==> src/rtl/quiz_pkg.sv <==
// Shared types and constants for the quiz round controller.
// The answer key lives here as a packed constant. The only module that indexes it is
// quiz_answer_key.
package quiz_pkg;

  localparam int ROUND_W    = 2;
  localparam int ANS_W      = 2;
  localparam int SCORE_W    = 3;
  localparam int PAT_W      = 2;
  localparam int NUM_ROUNDS = 4;
  localparam int NUM_PATS   = 4;

  typedef enum logic [2:0] {
    ST_IDLE,
    ST_SHOW,
    ST_WAIT_ANS,
    ST_JUDGE,
    ST_RESULT,
    ST_DONE
  } state_t;

  // KEY[pattern][round]. The ranges ascend, so the first entry of the concatenation is
  // pattern 0, question 0.
  localparam logic [0:NUM_PATS-1][0:NUM_ROUNDS-1][ANS_W-1:0] KEY = {
    2'd1, 2'd0, 2'd3, 2'd2,   // pattern 0
    2'd2, 2'd3, 2'd0, 2'd1,   // pattern 1
    2'd3, 2'd2, 2'd1, 2'd0,   // pattern 2
    2'd0, 2'd2, 2'd1, 2'd3    // pattern 3
  };

endpackage

==> src/rtl/quiz_answer_key.sv <==
// Combinational answer judge: (pattern, round, ans) -> match.
// Each of the four questions of the pattern is compared against the answer in parallel.
// The current round then picks one of those results.
module quiz_answer_key
  import quiz_pkg::*;
(
  input  logic [PAT_W-1:0]   pattern,
  input  logic [ROUND_W-1:0] round,
  input  logic [ANS_W-1:0]   ans,
  output logic               match
);

  logic [NUM_ROUNDS-1:0] hit;

  for (genvar gi = 0; gi < NUM_ROUNDS; gi++) begin : g_q
    assign hit[gi] = (KEY[pattern][gi] == ans);
  end

  assign match = hit[round];

endmodule

==> src/rtl/quiz_round_ctrl.sv <==
// Four-question quiz game sequencer.
// It latches the game pattern and shows each question for SHOW_CYCLES cycles. It then waits
// for one answer, judges it, holds the verdict for RESULT_CYCLES cycles, and advances.
// Optional feature: define QUIZ_TIMEOUT_EN to close the answer window after TIMEOUT_CYCLES
// cycles. A timed-out question counts as wrong and does not change the score.
module quiz_round_ctrl
  import quiz_pkg::*;
#(
  parameter int SHOW_CYCLES    = 8,
  parameter int RESULT_CYCLES  = 4,
  parameter int TIMEOUT_CYCLES = 64
) (
  input  logic               clk,
  input  logic               reset,
  input  logic               start,
  input  logic [PAT_W-1:0]   pattern_sel,
  input  logic               ans_valid,
  input  logic [ANS_W-1:0]   ans,
  output logic [ROUND_W-1:0] round,
  output logic [PAT_W-1:0]   pattern,
  output logic               show_q,
  output logic               wait_ans,
  output logic               correct,
  output logic               wrong,
  output logic [SCORE_W-1:0] score,
  output logic               done
);

  // One counter serves SHOW, RESULT and the optional answer window. It must hold the
  // longest phase length minus one.
  localparam int MAX_SR  = (SHOW_CYCLES > RESULT_CYCLES) ? SHOW_CYCLES : RESULT_CYCLES;
  localparam int MAX_CYC = (MAX_SR > TIMEOUT_CYCLES) ? MAX_SR : TIMEOUT_CYCLES;
  localparam int CNT_W   = (MAX_CYC > 1) ? $clog2(MAX_CYC) : 1;

  localparam logic [CNT_W-1:0]   SHOW_LAST   = CNT_W'(SHOW_CYCLES - 1);
  localparam logic [CNT_W-1:0]   RESULT_LAST = CNT_W'(RESULT_CYCLES - 1);
  localparam logic [ROUND_W-1:0] LAST_ROUND  = ROUND_W'(NUM_ROUNDS - 1);
`ifdef QUIZ_TIMEOUT_EN
  localparam logic [CNT_W-1:0]   WINDOW_LAST = CNT_W'(TIMEOUT_CYCLES - 1);
`endif

  state_t state_reg, state_next;

  logic [CNT_W-1:0]   phase_cnt_reg;
  logic [ROUND_W-1:0] round_reg;
  logic [PAT_W-1:0]   pattern_reg;
  logic [SCORE_W-1:0] score_reg;
  logic               done_reg;
  logic [ANS_W-1:0]   ans_reg;
  logic               verdict_reg;   // 1 = last judged answer was right

  // Control strobes decoded from the state machine.
  logic game_start, cnt_clr, cnt_run, ans_load, judge, timeout_hit, round_adv, game_end;
  logic match;

  quiz_answer_key u_key (
    .pattern (pattern_reg),
    .round   (round_reg),
    .ans     (ans_reg),
    .match   (match)
  );

  // State register.
  always_ff @(posedge clk) begin
    if (reset) state_reg <= ST_IDLE;
    else       state_reg <= state_next;
  end

  // Next-state logic and decoding of the datapath control strobes.
  always_comb begin
    state_next  = state_reg;
    game_start  = 1'b0;
    cnt_clr     = 1'b0;
    cnt_run     = 1'b0;
    ans_load    = 1'b0;
    judge       = 1'b0;
    timeout_hit = 1'b0;
    round_adv   = 1'b0;
    game_end    = 1'b0;
    case (state_reg)
      ST_IDLE, ST_DONE: begin
        if (start) begin
          state_next = ST_SHOW;
          game_start = 1'b1;
          cnt_clr    = 1'b1;
        end
      end
      ST_SHOW: begin
        cnt_run = 1'b1;
        if (phase_cnt_reg == SHOW_LAST) begin
          state_next = ST_WAIT_ANS;
          cnt_clr    = 1'b1;
        end
      end
      ST_WAIT_ANS: begin
`ifdef QUIZ_TIMEOUT_EN
        cnt_run = 1'b1;
`endif
        // An answer in the last window cycle still wins over the timeout.
        if (ans_valid) begin
          state_next = ST_JUDGE;
          ans_load   = 1'b1;
        end
`ifdef QUIZ_TIMEOUT_EN
        else if (phase_cnt_reg == WINDOW_LAST) begin
          state_next  = ST_RESULT;
          timeout_hit = 1'b1;
          cnt_clr     = 1'b1;
        end
`endif
      end
      ST_JUDGE: begin
        state_next = ST_RESULT;
        judge      = 1'b1;
        cnt_clr    = 1'b1;
      end
      ST_RESULT: begin
        cnt_run = 1'b1;
        if (phase_cnt_reg == RESULT_LAST) begin
          cnt_clr = 1'b1;
          if (round_reg == LAST_ROUND) begin
            state_next = ST_DONE;
            game_end   = 1'b1;
          end else begin
            state_next = ST_SHOW;
            round_adv  = 1'b1;
          end
        end
      end
      default: state_next = ST_IDLE;
    endcase
  end

  // Shared phase counter. It is cleared on every phase entry and counts only in timed phases.
  always_ff @(posedge clk) begin
    if (reset)        phase_cnt_reg <= '0;
    else if (cnt_clr) phase_cnt_reg <= '0;
    else if (cnt_run) phase_cnt_reg <= phase_cnt_reg + CNT_W'(1);
  end

  // Game datapath: pattern, round, score, captured answer, verdict and done flag.
  always_ff @(posedge clk) begin
    if (reset) begin
      pattern_reg <= '0;
      round_reg   <= '0;
      score_reg   <= '0;
      done_reg    <= 1'b0;
      ans_reg     <= '0;
      verdict_reg <= 1'b0;
    end else begin
      if (game_start) begin
        pattern_reg <= pattern_sel;
        round_reg   <= '0;
        score_reg   <= '0;
        done_reg    <= 1'b0;
      end
      if (ans_load) ans_reg <= ans;
      if (judge) begin
        verdict_reg <= match;
        if (match) score_reg <= score_reg + SCORE_W'(1);
      end
      if (timeout_hit) verdict_reg <= 1'b0;
      if (round_adv)   round_reg   <= round_reg + ROUND_W'(1);
      if (game_end)    done_reg    <= 1'b1;
    end
  end

  assign round    = round_reg;
  assign pattern  = pattern_reg;
  assign score    = score_reg;
  assign done     = done_reg;
  assign show_q   = (state_reg == ST_SHOW);
  assign wait_ans = (state_reg == ST_WAIT_ANS);
  assign correct  = (state_reg == ST_RESULT) &&  verdict_reg;
  assign wrong    = (state_reg == ST_RESULT) && !verdict_reg;

endmodule

==> config.mk <==
export PLATFORM = sky130hd
export DESIGN_NAME = quiz_round_ctrl
export DESIGN_NICKNAME = d
export VERILOG_FILES = /design/src/rtl/quiz_pkg.sv /design/src/rtl/quiz_answer_key.sv /design/src/rtl/quiz_round_ctrl.sv
export SDC_FILE = /design/constraint.sdc
export NUM_CORES = 1
export LEC_CHECK = 0
export BUFFER_PORTS_ARGS = -buffer_cell sky130_fd_sc_hd__buf_2
export CAP_MARGIN = 20
export CELL_PAD_IN_SITES_DETAIL_PLACEMENT = 1
export CELL_PAD_IN_SITES_GLOBAL_PLACEMENT = 1
export CORE_MARGIN = 3
export CORE_UTILIZATION = 41
export CTS_CLUSTER_DIAMETER = 100
export DETAILED_ROUTE_END_ITERATION = 16
export PLACE_DENSITY_LB_ADDON = 0.3
export SLEW_MARGIN = 20
export SYNTH_ARGS = -nofsm -noshare
export SYNTH_HDL_FRONTEND = slang
export SYNTH_SLANG_ARGS = --single-unit
==> constraint.sdc <==
create_clock -name clk -period 2.2 [get_ports clk]
set_input_delay 0.22 -clock clk [delete_from_list [all_inputs] [get_ports clk]]
set_output_delay 0.22 -clock clk [all_outputs]
set_load 0.005 [all_outputs]
==> results of run 1 <==
==> what timing repair did <==
item	in CTS	in global routing
hold buffers	0	0
hold endpoints to repair	0	0
gates resized for setup	0	3
setup endpoints to repair	0	4
==> cell families (layout without fill, tap and decap cells) <==
logic type / count (synthesis) / after routing / synth area share, %
buffers and inverters: 10 / 29 / 5.61
and+or+nand+nor: 71 / 71 / 29.8
adders and majority gates: 6 / 6 / 6.24
AOI/OAI and AO/OA: 23 / 23 / 14.3
xor gates and xnor gates: 10 / 10 / 7.28
muxes: 4 / 4 / 3.43
DFF: 20 / 20 / 33.3
==> layout make-up <==
cell class	count	area, um2	area share (%)
Inverter	5	18.8	1.40
Sequential cell	20	405	30.3
Tap cell	31	38.8	2.90
Multi-Input combinational cell	114	736	55.0
Clock buffer	4	36.3	2.71
Timing Repair Buffer	20	103	7.67
==> routing by layer <==
| layer | GRT usage, % | wire length (um) | vias up |
|---|---|---|---|
| met3 | 3.24 | 80 | 2 |
| met1 | 22.0 | 1250 | 515 |
| li1 | - | - | 535 |
| met2 | 31.8 | 1510 | 13 |
| met5 | 0 | 0 | - |
| met4 | 5.38 | 17 | 0 |
==> worst register-to-register path: cells and delay by family, from the launching register on <==
kind / cells / cell delay (ns)
fa+ha+maj: 1 / 0.20
flops: 1 / 0.40
mux: 1 / 0.40
simple gates: 3 / 1.01
==> metrics by stage <==
| stage | util (%) | setup WS, ns |
|---|---|---|
| 2_1_floorplan | - | 0.188 |
| 3_3_place_gp | 46.6 | 0.151 |
| 3_5_place_dp | 46.6 | 0.0564 |
| 4_1_cts | 47.9 | 0.0327 |
| 5_1_grt | 48.1 | 0.0106 |
| 6_report | 48.1 | 0.124 |
==> cell usage after synthesis, types with 2 or more instances <==
cell / n
sky130_fd_sc_hd__nor2_1: 21
sky130_fd_sc_hd__dfxtp_1: 20
sky130_fd_sc_hd__nand2_1: 18
sky130_fd_sc_hd__a21oi_1: 8
sky130_fd_sc_hd__xnor2_1: 8
sky130_fd_sc_hd__ha_1: 6
sky130_fd_sc_hd__nor3_1: 6
sky130_fd_sc_hd__inv_1: 5
sky130_fd_sc_hd__and2_1: 3
sky130_fd_sc_hd__buf_6: 3
sky130_fd_sc_hd__mux2i_1: 3
sky130_fd_sc_hd__nand2b_1: 3
sky130_fd_sc_hd__nand3_1: 3
sky130_fd_sc_hd__nand3b_1: 3
sky130_fd_sc_hd__or3_1: 3
sky130_fd_sc_hd__a211o_1: 2
sky130_fd_sc_hd__and3_1: 2
sky130_fd_sc_hd__o21ai_0: 2
sky130_fd_sc_hd__o31ai_1: 2
sky130_fd_sc_hd__xor2_1: 2
==> cells in the final DEF (no fill, tap or decap), types with 3 or more instances in the layout <==
cell type / Yosys / final
sky130_fd_sc_hd__mux2i_1: 3 / 3
sky130_fd_sc_hd__nand3_1: 3 / 3
sky130_fd_sc_hd__nand2_1: 18 / 18
sky130_fd_sc_hd__xnor2_1: 8 / 8
sky130_fd_sc_hd__clkbuf_4: 1 / 3
sky130_fd_sc_hd__dfxtp_1: 20 / 18
sky130_fd_sc_hd__nand2b_1: 3 / 3
sky130_fd_sc_hd__a21oi_1: 8 / 8
sky130_fd_sc_hd__buf_2: 0 / 19
sky130_fd_sc_hd__and2_1: 3 / 3
sky130_fd_sc_hd__inv_1: 5 / 5
sky130_fd_sc_hd__nand3b_1: 3 / 3
sky130_fd_sc_hd__or3_1: 3 / 3
sky130_fd_sc_hd__nor2_1: 21 / 21
sky130_fd_sc_hd__nor3_1: 6 / 6
sky130_fd_sc_hd__ha_1: 6 / 6
==> power by group through the flow <==
stage | registers, W | logic [W] | clock network [W]
floorplan | 0.000459 | 0.000468 | 0
global placement | 0.000513 | 0.000503 | 0
detailed placement | 0.000522 | 0.000528 | 0
CTS | 0.000513 | 0.000534 | 0.000232
global route | 0.000531 | 0.000605 | 0.000250
finish | 0.000517 | 0.000527 | 0.000228
==> final timing paths <==
path | startpoint | to | slack [ns] | cells after the start
max | phase_cnt_reg[0] | round[0] | 0.12 | 5
min reg2reg | pattern[1] | pattern[1] | 0.50 | 2
min | pattern_sel[0] | pattern[0] | 0.14 | 3
max reg2reg | phase_cnt_reg[0] | round[0] | 0.12 | 5
==> flow_summary.json, run 1 <==
{
  "status": "finished, final reports clean",
  "slew_worst_pin_ns": 0.603,
  "cpPeakStageDelay_ns": 0.51,
  "fmaxAchievable_mhz": 482,
  "cts-root-to-sink-buffers": 2,
  "netlist_area_mm2": 0.00120,
  "estimated_wirelength_of_the_detail_placed_design_um": 2220,
  "synth_nets": 158,
  "critical_path_required_ns": 2.46,
  "powerDensity_mw_per_mm2": 951,
  "clock_latency_ns": 0.31,
  "worst_path_max_delay_cell": "sky130_fd_sc_hd__or4b_4",
  "via_count_of_the_first_global_routing_pass": 1092,
  "final_cells": 194,
  "die_width_um": 60.2,
  "cts.repair_timing.setup_buffer_count": 0,
  "first_pass_iters": 2,
  "critical_path.cell_chain": "ha_1 -> or4b_4 -> nor4_1 -> mux2_2 -> nor2_1",
  "yosys_register_bits": 20,
  "switching_share_pct": 42.0,
  "timing.critical_path.from_type": "flip-flop",
  "largest_cells_by_area_after_synthesis": "sky130_fd_sc_hd__dfxtp_1 (33%), sky130_fd_sc_hd__nor2_1 (6.5%), sky130_fd_sc_hd__ha_1 (6.2%), sky130_fd_sc_hd__xnor2_1 (5.8%), sky130_fd_sc_hd__nand2_1 (5.6%)",
  "syn_avg_cell_area_um2": 8.36,
  "numCtsBuffers": 3,
  "grt_util_all_layers_pct": 18.0,
  "grt_overflow_total": 0,
  "worst_hold_path_type": "input pin to flip-flop",
  "nNetsFinal": 178,
  "min_period_ns": 2.08,
  "ratio_of_cells_with_drive_above_1_in_the_final_layout_pct": 21.5,
  "maxSlewHeadroom_pct": 58.7,
  "p_leak_nw": 0.544,
  "worst_setup_path_end_kind": "flip-flop",
  "report.final.hold_viol_count": 0,
  "fillerInstances": 351,
  "finalMaxSlewViolations": 0,
  "die-area_mm2": 0.00362,
  "core_mm2": 0.00278,
  "critical_path.max_fanout": 5,
  "totalPowerFinal_w": 0.00127,
  "floorplan.initialDensity_pct": 43.3,
  "synth.largest_area_cell": "sky130_fd_sc_hd__dfxtp_1",
  "setup_tns_ns": 0,
  "dominantRegCellSynth": "sky130_fd_sc_hd__dfxtp_1",
  "detail-route-antenna-nets": 0,
  "port_buffers": 19,
  "cts_tree": "built",
  "layout-area-overhead-vs-synth_pct": 11.1,
  "core.rowCount": 19,
  "drt-wirelength-per-cell_um": 14.7,
  "yosys.area.top_type_share_pct": 33.3,
  "placedInstanceArea_mm2": 0.00130,
  "ys_seq_area_share_pct": 33.3,
  "path_class": "flip-flop to flip-flop",
  "diodes": 0,
  "final_min_period_over_clock_period_pct": 94.4,
  "yosysWarnings": 0,
  "fin_clk_skew_ns": 0.00482,
  "numPlacedInstances": 190,
  "floorplan.die.height_um": 60.2,
  "cts.clk_slew.worst_paths_ns": 0.13,
  "p_clk_share_pct": 17.9,
  "largest_reg_flops": 6,
  "vias": 1065,
  "h-tree-depth": 1,
  "seq_power_share_pct": 40.7,
  "number_of_maximum_capacitance_constraint_violations": 0,
  "combinational_share_of_power_pct": 41.4,
  "routed_wire_length_um": 2860,
  "data_arrival_time_at_the_worst_slack_endpoint_ns": 2.33,
  "power.internal_w": 0.000738,
  "postSynthCellCount": 144,
  "cpLargestDelayFamily": "simple AND/OR/NAND/NOR gates",
  "iteration_0_drc_markers": 36,
  "worst_hold_margin_ns": 0.136,
  "grt_max_degree": 18,
  "finalSetupViolations": 0,
  "cts_sinks": 20,
  "cts_root_buf": "sky130_fd_sc_hd__clkbuf_4",
  "route.detailed.drc": 0,
  "stdcell_area_mm2": 0.00134,
  "weighted_congestion_at_the_end_of_routability_driven_global_placement": 0.766,
  "antenna_violations_before_repair": 0,
  "grt_pass1_wl_um": 4930,
  "crit_buf_inv": 0,
  "grt_setup_unrepaired": "no",
  "io_pins": 20,
  "asyncSetResetFlopFracSynth_pct": 0,
  "route.detailed.vias_per_inst": 5.49,
  "yosys.cell_types.count": 41,
  "switchingPower_w": 0.000534,
  "max-vdd-ir-drop_v": 0.000463,
  "synth_edf_count": 0
}
No activity file was read; power rests on OpenSTA's default activity.
==> inputs of run 2 (changes only) <==
--- a/config.mk
+++ b/config.mk
@@ -10,7 +10,8 @@
 export CELL_PAD_IN_SITES_DETAIL_PLACEMENT = 1
 export CELL_PAD_IN_SITES_GLOBAL_PLACEMENT = 1
 export CORE_MARGIN = 3
-export CORE_UTILIZATION = 41
+export CORE_UTILIZATION = 43
+export CTS_BUF_LIST = sky130_fd_sc_hd__clkbuf_8
 export CTS_CLUSTER_DIAMETER = 100
 export DETAILED_ROUTE_END_ITERATION = 16
 export PLACE_DENSITY_LB_ADDON = 0.3
==> flow_summary.json, run 2 (synthesis results as in run 1) <==
{
  "status": "finished, final reports clean",
  "route.detailed.drc": 0,
  "grt_setup_unrepaired": "no",
  "most_common_library_cell_in_the_layout_ignoring_fill_and_taps": "sky130_fd_sc_hd__nor2_1",
  "floorplan.die.height_um": 58.9,
  "seq_power_share_pct": 36.5,
  "cts.clk_slew.worst_paths_ns": 0.08,
  "grt_overflow_total": 0,
  "r2r_setup_slack_ns": 0.10,
  "final_cells": 193,
  "most-common-layout-cells": "sky130_fd_sc_hd__nor2_1 (20), sky130_fd_sc_hd__buf_2 (19), sky130_fd_sc_hd__nand2_1 (18), sky130_fd_sc_hd__dfxtp_1 (18)",
  "p_clk_share_pct": 25.9,
  "finish.utilization_pct": 53.5,
  "die-area_mm2": 0.00347,
  "grt_pass1_wl_um": 5100,
  "report.final.hold_viol_count": 0,
  "diodes": 0,
  "routed_wire_length_um": 3050,
  "seq_area_um2": 405,
  "min_period_ns": 2.10,
  "totalPowerFinal_w": 0.00143,
  "nNetsFinal": 178,
  "finalMaxSlewViolations": 0,
  "rr_startpoint": "pattern[0]",
  "slew_worst_pin_ns": 0.553,
  "clock_latency_ns": 0.26,
  "cts_sinks": 20,
  "vias": 1079,
  "endpoint": "score[2]",
  "combinational_share_of_power_pct": 37.6,
  "core.rowCount": 18,
  "switchingPower_w": 0.000550,
  "core_mm2": 0.00257,
  "fin_clk_skew_ns": 0.0113,
  "fmaxAchievable_mhz": 477,
  "first_pass_iters": 4,
  "via_count_of_the_first_global_routing_pass": 1092,
  "critical_path.startpoint": "pattern[0]",
  "worst_hold_path_type": "input pin to flip-flop",
  "detail-route-antenna-nets": 0,
  "setup_tns_ns": 0,
  "final_min_period_over_clock_period_pct": 95.3,
  "finalSetupViolations": 0,
  "grt_max_degree": 18,
  "data_arrival_time_at_the_worst_slack_endpoint_ns": 2.26,
  "numPlacedInstances": 189,
  "io_pins": 20,
  "critical_path.max_fanout": 5,
  "cts_tree": "built",
  "port_buffers": 19,
  "h-tree-depth": 1,
  "largest_reg_flops": 6,
  "layout-area-overhead-vs-synth_pct": 14.1,
  "weighted_congestion_at_the_end_of_routability_driven_global_placement": 0.805,
  "worst_setup_path_end_kind": "flip-flop",
  "drt-wirelength-per-cell_um": 15.8,
  "route.detailed.vias_per_inst": 5.59,
  "ratio_of_cells_with_drive_above_1_in_the_final_layout_pct": 22.1,
  "cts-root-to-sink-buffers": 2,
  "regToRegEndpoint": "score[2]",
  "r2r.worst_path.cells": 7,
  "die_width_um": 58.9,
  "cts.repair_timing.setup_buffer_count": 0,
  "maxSlewHeadroom_pct": 62.2,
  "numCtsBuffers": 3,
  "number_of_maximum_capacitance_constraint_violations": 0,
  "timing.critical_path.from_type": "flip-flop",
  "antenna_violations_before_repair": 0,
  "p_leak_nw": 0.560,
  "floorplan.initialDensity_pct": 46.9,
  "path_class": "flip-flop to flip-flop",
  "critical_path_required_ns": 2.37,
  "estimated_wirelength_of_the_detail_placed_design_um": 2200,
  "max-vdd-ir-drop_v": 0.000748,
  "cts_stage_hold_buffer_count": 0,
  "powerDensity_mw_per_mm2": 1040,
  "switching_share_pct": 38.4,
  "grt_util_all_layers_pct": 19.5,
  "iteration_0_drc_markers": 29,
  "footprint_of_the_multi_input_gates_um2": 738,
  "fillerInstances": 326,
  "power.internal_w": 0.000881,
  "cts_root_buf": "sky130_fd_sc_hd__clkbuf_8"
}
run 2: cell count changes in the layout (fill, tap and decap cells not counted):
cell	previous run	this run
sky130_fd_sc_hd__clkbuf_4	3	0
sky130_fd_sc_hd__clkbuf_8	1	3
sky130_fd_sc_hd__bufinv_16	0	1
sky130_fd_sc_hd__nor2_1	21	20
sky130_fd_sc_hd__nor2_2	1	2
run 2: per-stage QoR:
step	setup WS, ns	cell area [um2]	hold slack (ns)
after CTS	0.0188	1370	0.178
final	0.104	1370	0.172
after global routing	0.0145	1370	0.199
after detailed placement	0.0353	1290	0.467
after floorplan	0.188	1200	0.353
after global placement	0.145	1290	0.457
run 2: critical path, cell delays in order (launching register included):
cell and delay, ns:
sky130_fd_sc_hd__dfxtp_4 0.38, sky130_fd_sc_hd__inv_1 0.06, sky130_fd_sc_hd__ha_1 0.23, sky130_fd_sc_hd__or3_1 0.35, sky130_fd_sc_hd__a211o_1 0.31, sky130_fd_sc_hd__a211oi_4 0.35, sky130_fd_sc_hd__nor3_1 0.11, sky130_fd_sc_hd__o21ba_2 0.21
run 2: cell type report:
cell class	instances	share of cell area, %
Clock buffer	3	3.01
Multi-Input combinational cell	114	53.7
Sequential cell	20	29.5
Inverter	5	1.37
Timing Repair Buffer	20	7.47
Clock inverter	1	2.19
Tap cell	30	2.73
run 2: power groups by stage:
stage          clock network [W]  registers (W)  logic, W
5_1_grt                 0.000398       0.000535  0.000612
4_1_cts                 0.000381       0.000515  0.000544
2_1_floorplan                  0       0.000459  0.000468
3_3_place_gp                   0       0.000512  0.000500
3_5_place_dp                   0       0.000520  0.000529
6_report                0.000370       0.000523  0.000538
run 2: timing repair:
action / in CTS / in global routing
gates resized for setup: 0 / 4
endpoints found under the setup margin: 0 / 4
endpoints found under the hold margin: 0 / 0
run 2: worst min path at each step:
stage                         from    endpoint  slack, ns  cells past startpoint
finish              pattern_sel[1]  pattern[1]       0.17                      3
global route        pattern_sel[1]  pattern[1]       0.20                      3
CTS                 pattern_sel[1]  pattern[1]       0.18                      3
detailed placement  pattern_sel[1]  pattern[1]       0.47                      3
global placement            ans[1]  ans_reg[1]       0.46                      3
floorplan           pattern_sel[0]  pattern[0]       0.35                      2
run 2: metal layers:
layer | track usage [%] | part of all wire, %
met1 | 25.5 | 47
met4 | 7.77 | 2.1
met3 | 4.17 | 4.9
met2 | 31.2 | 46
met5 | 0 | 0
==> inputs of run 3 (changes only) <==
--- a/config.mk
+++ b/config.mk
@@ -14,6 +14,7 @@
 export CTS_BUF_LIST = sky130_fd_sc_hd__clkbuf_8
 export CTS_CLUSTER_DIAMETER = 100
 export DETAILED_ROUTE_END_ITERATION = 16
+export MAX_ROUTING_LAYER = met4
 export PLACE_DENSITY_LB_ADDON = 0.3
 export SLEW_MARGIN = 20
 export SYNTH_ARGS = -nofsm -noshare
==> flow_summary.json, run 3 (synthesis results as in run 1) <==
{
  "cts_tree": "built",
  "min_delay_worst_endpoint": "pattern[1]",
  "finalSetupViolations": 0,
  "rr_startpoint": "pattern[0]",
  "critical_path.max_fanout": 5,
  "route.detailed.vias_per_inst": 5.55,
  "footprint_of_the_multi_input_gates_um2": 738,
  "cts_stage_hold_buffer_count": 0,
  "nNetsFinal": 178,
  "powerDensity_mw_per_mm2": 1040,
  "layout-area-overhead-vs-synth_pct": 14.1,
  "regToRegEndpoint": "score[2]",
  "floorplan.initialDensity_pct": 46.9,
  "totalPowerFinal_w": 0.00143,
  "final_min_period_over_clock_period_pct": 95.2,
  "grt_overflow_total": 0,
  "numCtsBuffers": 3,
  "r2r_setup_slack_ns": 0.10,
  "fillerInstances": 326,
  "most_common_library_cell_in_the_layout_ignoring_fill_and_taps": "sky130_fd_sc_hd__nor2_1",
  "combinational_share_of_power_pct": 37.5,
  "holdCritStartpoint": "pattern_sel[1]",
  "path_class": "flip-flop to flip-flop",
  "min_period_ns": 2.10,
  "postLayoutSetupSlackWorst_ns": 0.105,
  "io_pins": 20,
  "seq_area_um2": 405,
  "ratio_of_cells_with_drive_above_1_in_the_final_layout_pct": 22.1,
  "switching_share_pct": 38.5,
  "placement.setup.worst_slack_ns": 0.0353,
  "grt_pass1_wl_um": 5100,
  "largest_reg_flops": 6,
  "r2r.worst_path.cells": 7,
  "maxSlewHeadroom_pct": 62.2,
  "final_cells": 193,
  "die_width_um": 58.9,
  "vias": 1071,
  "antenna_violations_before_repair": 0,
  "core_mm2": 0.00257,
  "worst_hold_path_type": "input pin to flip-flop",
  "setup_tns_ns": 0,
  "detail-route-antenna-nets": 0,
  "estimated_wirelength_of_the_detail_placed_design_um": 2200,
  "timing.critical_path.from_type": "flip-flop",
  "switchingPower_w": 0.000551,
  "status": "finished, final reports clean",
  "fmaxAchievable_mhz": 477,
  "report.final.hold_viol_count": 0,
  "iteration_0_drc_markers": 22,
  "min_path_cells": 3,
  "cts_root_buf": "sky130_fd_sc_hd__clkbuf_8",
  "h-tree-depth": 1,
  "most-common-layout-cells": "sky130_fd_sc_hd__nor2_1 (20), sky130_fd_sc_hd__buf_2 (19), sky130_fd_sc_hd__nand2_1 (18), sky130_fd_sc_hd__dfxtp_1 (18)",
  "diodes": 0,
  "core.rowCount": 18,
  "port_buffers": 19,
  "cts-root-to-sink-buffers": 2,
  "worst_hold_margin_ns": 0.168,
  "data_arrival_time_at_the_worst_slack_endpoint_ns": 2.27,
  "finalMaxSlewViolations": 0,
  "worst_setup_path_end_kind": "flip-flop",
  "fin_clk_skew_ns": 0.0139,
  "grt_max_degree": 18,
  "cts_sinks": 20,
  "power.internal_w": 0.000881,
  "p_leak_nw": 0.560,
  "p_clk_share_pct": 26.1,
  "number_of_maximum_capacitance_constraint_violations": 0,
  "clock_latency_ns": 0.27,
  "cts.clk_slew.worst_paths_ns": 0.09,
  "seq_power_share_pct": 36.3,
  "die-area_mm2": 0.00347,
  "weighted_congestion_at_the_end_of_routability_driven_global_placement": 0.817,
  "drt-wirelength-per-cell_um": 15.8,
  "max-vdd-ir-drop_v": 0.000743,
  "first_pass_iters": 4,
  "floorplan.die.height_um": 58.9,
  "route.detailed.drc": 0,
  "slew_worst_pin_ns": 0.553,
  "routed_wire_length_um": 3050,
  "numPlacedInstances": 189,
  "grt_util_all_layers_pct": 20.1,
  "via_count_of_the_first_global_routing_pass": 1095,
  "grt_setup_unrepaired": "no",
  "critical_path_required_ns": 2.37
}
[run 3: cell counts in the layout (fill, tap and decap cells not counted)]
No cell type changed its count.
[run 3: final cells by class]
type | instances | share of cell area [%]
multi-input combinational | 114 | 53.7
tap | 30 | 2.73
timing repair buffer | 20 | 7.47
clock buffer | 3 | 3.01
clock inverter | 1 | 2.19
inverter | 5 | 1.37
sequential | 20 | 29.5
[run 3: worst max-delay path, cell delays in order, from the launching register on]
cell,delay (ns)
sky130_fd_sc_hd__dfxtp_4,0.38
sky130_fd_sc_hd__inv_1,0.06
sky130_fd_sc_hd__ha_1,0.23
sky130_fd_sc_hd__or3_1,0.35
sky130_fd_sc_hd__a211o_1,0.31
sky130_fd_sc_hd__a211oi_4,0.35
sky130_fd_sc_hd__nor3_1,0.11
sky130_fd_sc_hd__o21ba_2,0.21
[run 3: what timing repair did]
| item | 4_1_cts | 5_1_grt |
|---|---|---|
| endpoints found under the setup margin | 0 | 4 |
| gates resized for setup | 0 | 4 |
| setup buffers | 0 | 0 |
[run 3: worst max-delay path by stage]
| stage | slack [ns] | from | to | cells after the start |
|---|---|---|---|---|
| global placement | 0.15 | pattern[0] | score[2] | 7 |
| CTS | 0.02 | pattern[0] | score[2] | 7 |
| finish | 0.10 | pattern[0] | score[2] | 7 |
| global route | 0.01 | pattern[0] | score[2] | 7 |
| floorplan | 0.19 | pattern[0] | score[2] | 7 |
| detailed placement | 0.04 | pattern[0] | score[2] | 7 |
[run 3: power by group through the flow]
stage	combinational, W	sequential, W	clock [W]
final	0.000538	0.000520	0.000374
after global routing	0.000612	0.000535	0.000398
after CTS	0.000544	0.000515	0.000381
after detailed placement	0.000529	0.000520	0
after global placement	0.000500	0.000512	0
after floorplan	0.000468	0.000459	0
[run 3: layer usage]
metal  track usage (%)  share of wire (%)
met3              3.51                3.4
met2              31.2                 47
met4              7.77                2.1
met1              25.9                 48
met5                 -                  0
[run 3: stage by stage]
stage               cell area (um2)  util, %
floorplan                      1200        -
global placement               1290     50.4
detailed placement             1290     50.4
CTS                            1370     53.2
global route                   1370     53.5
finish                         1370     53.5
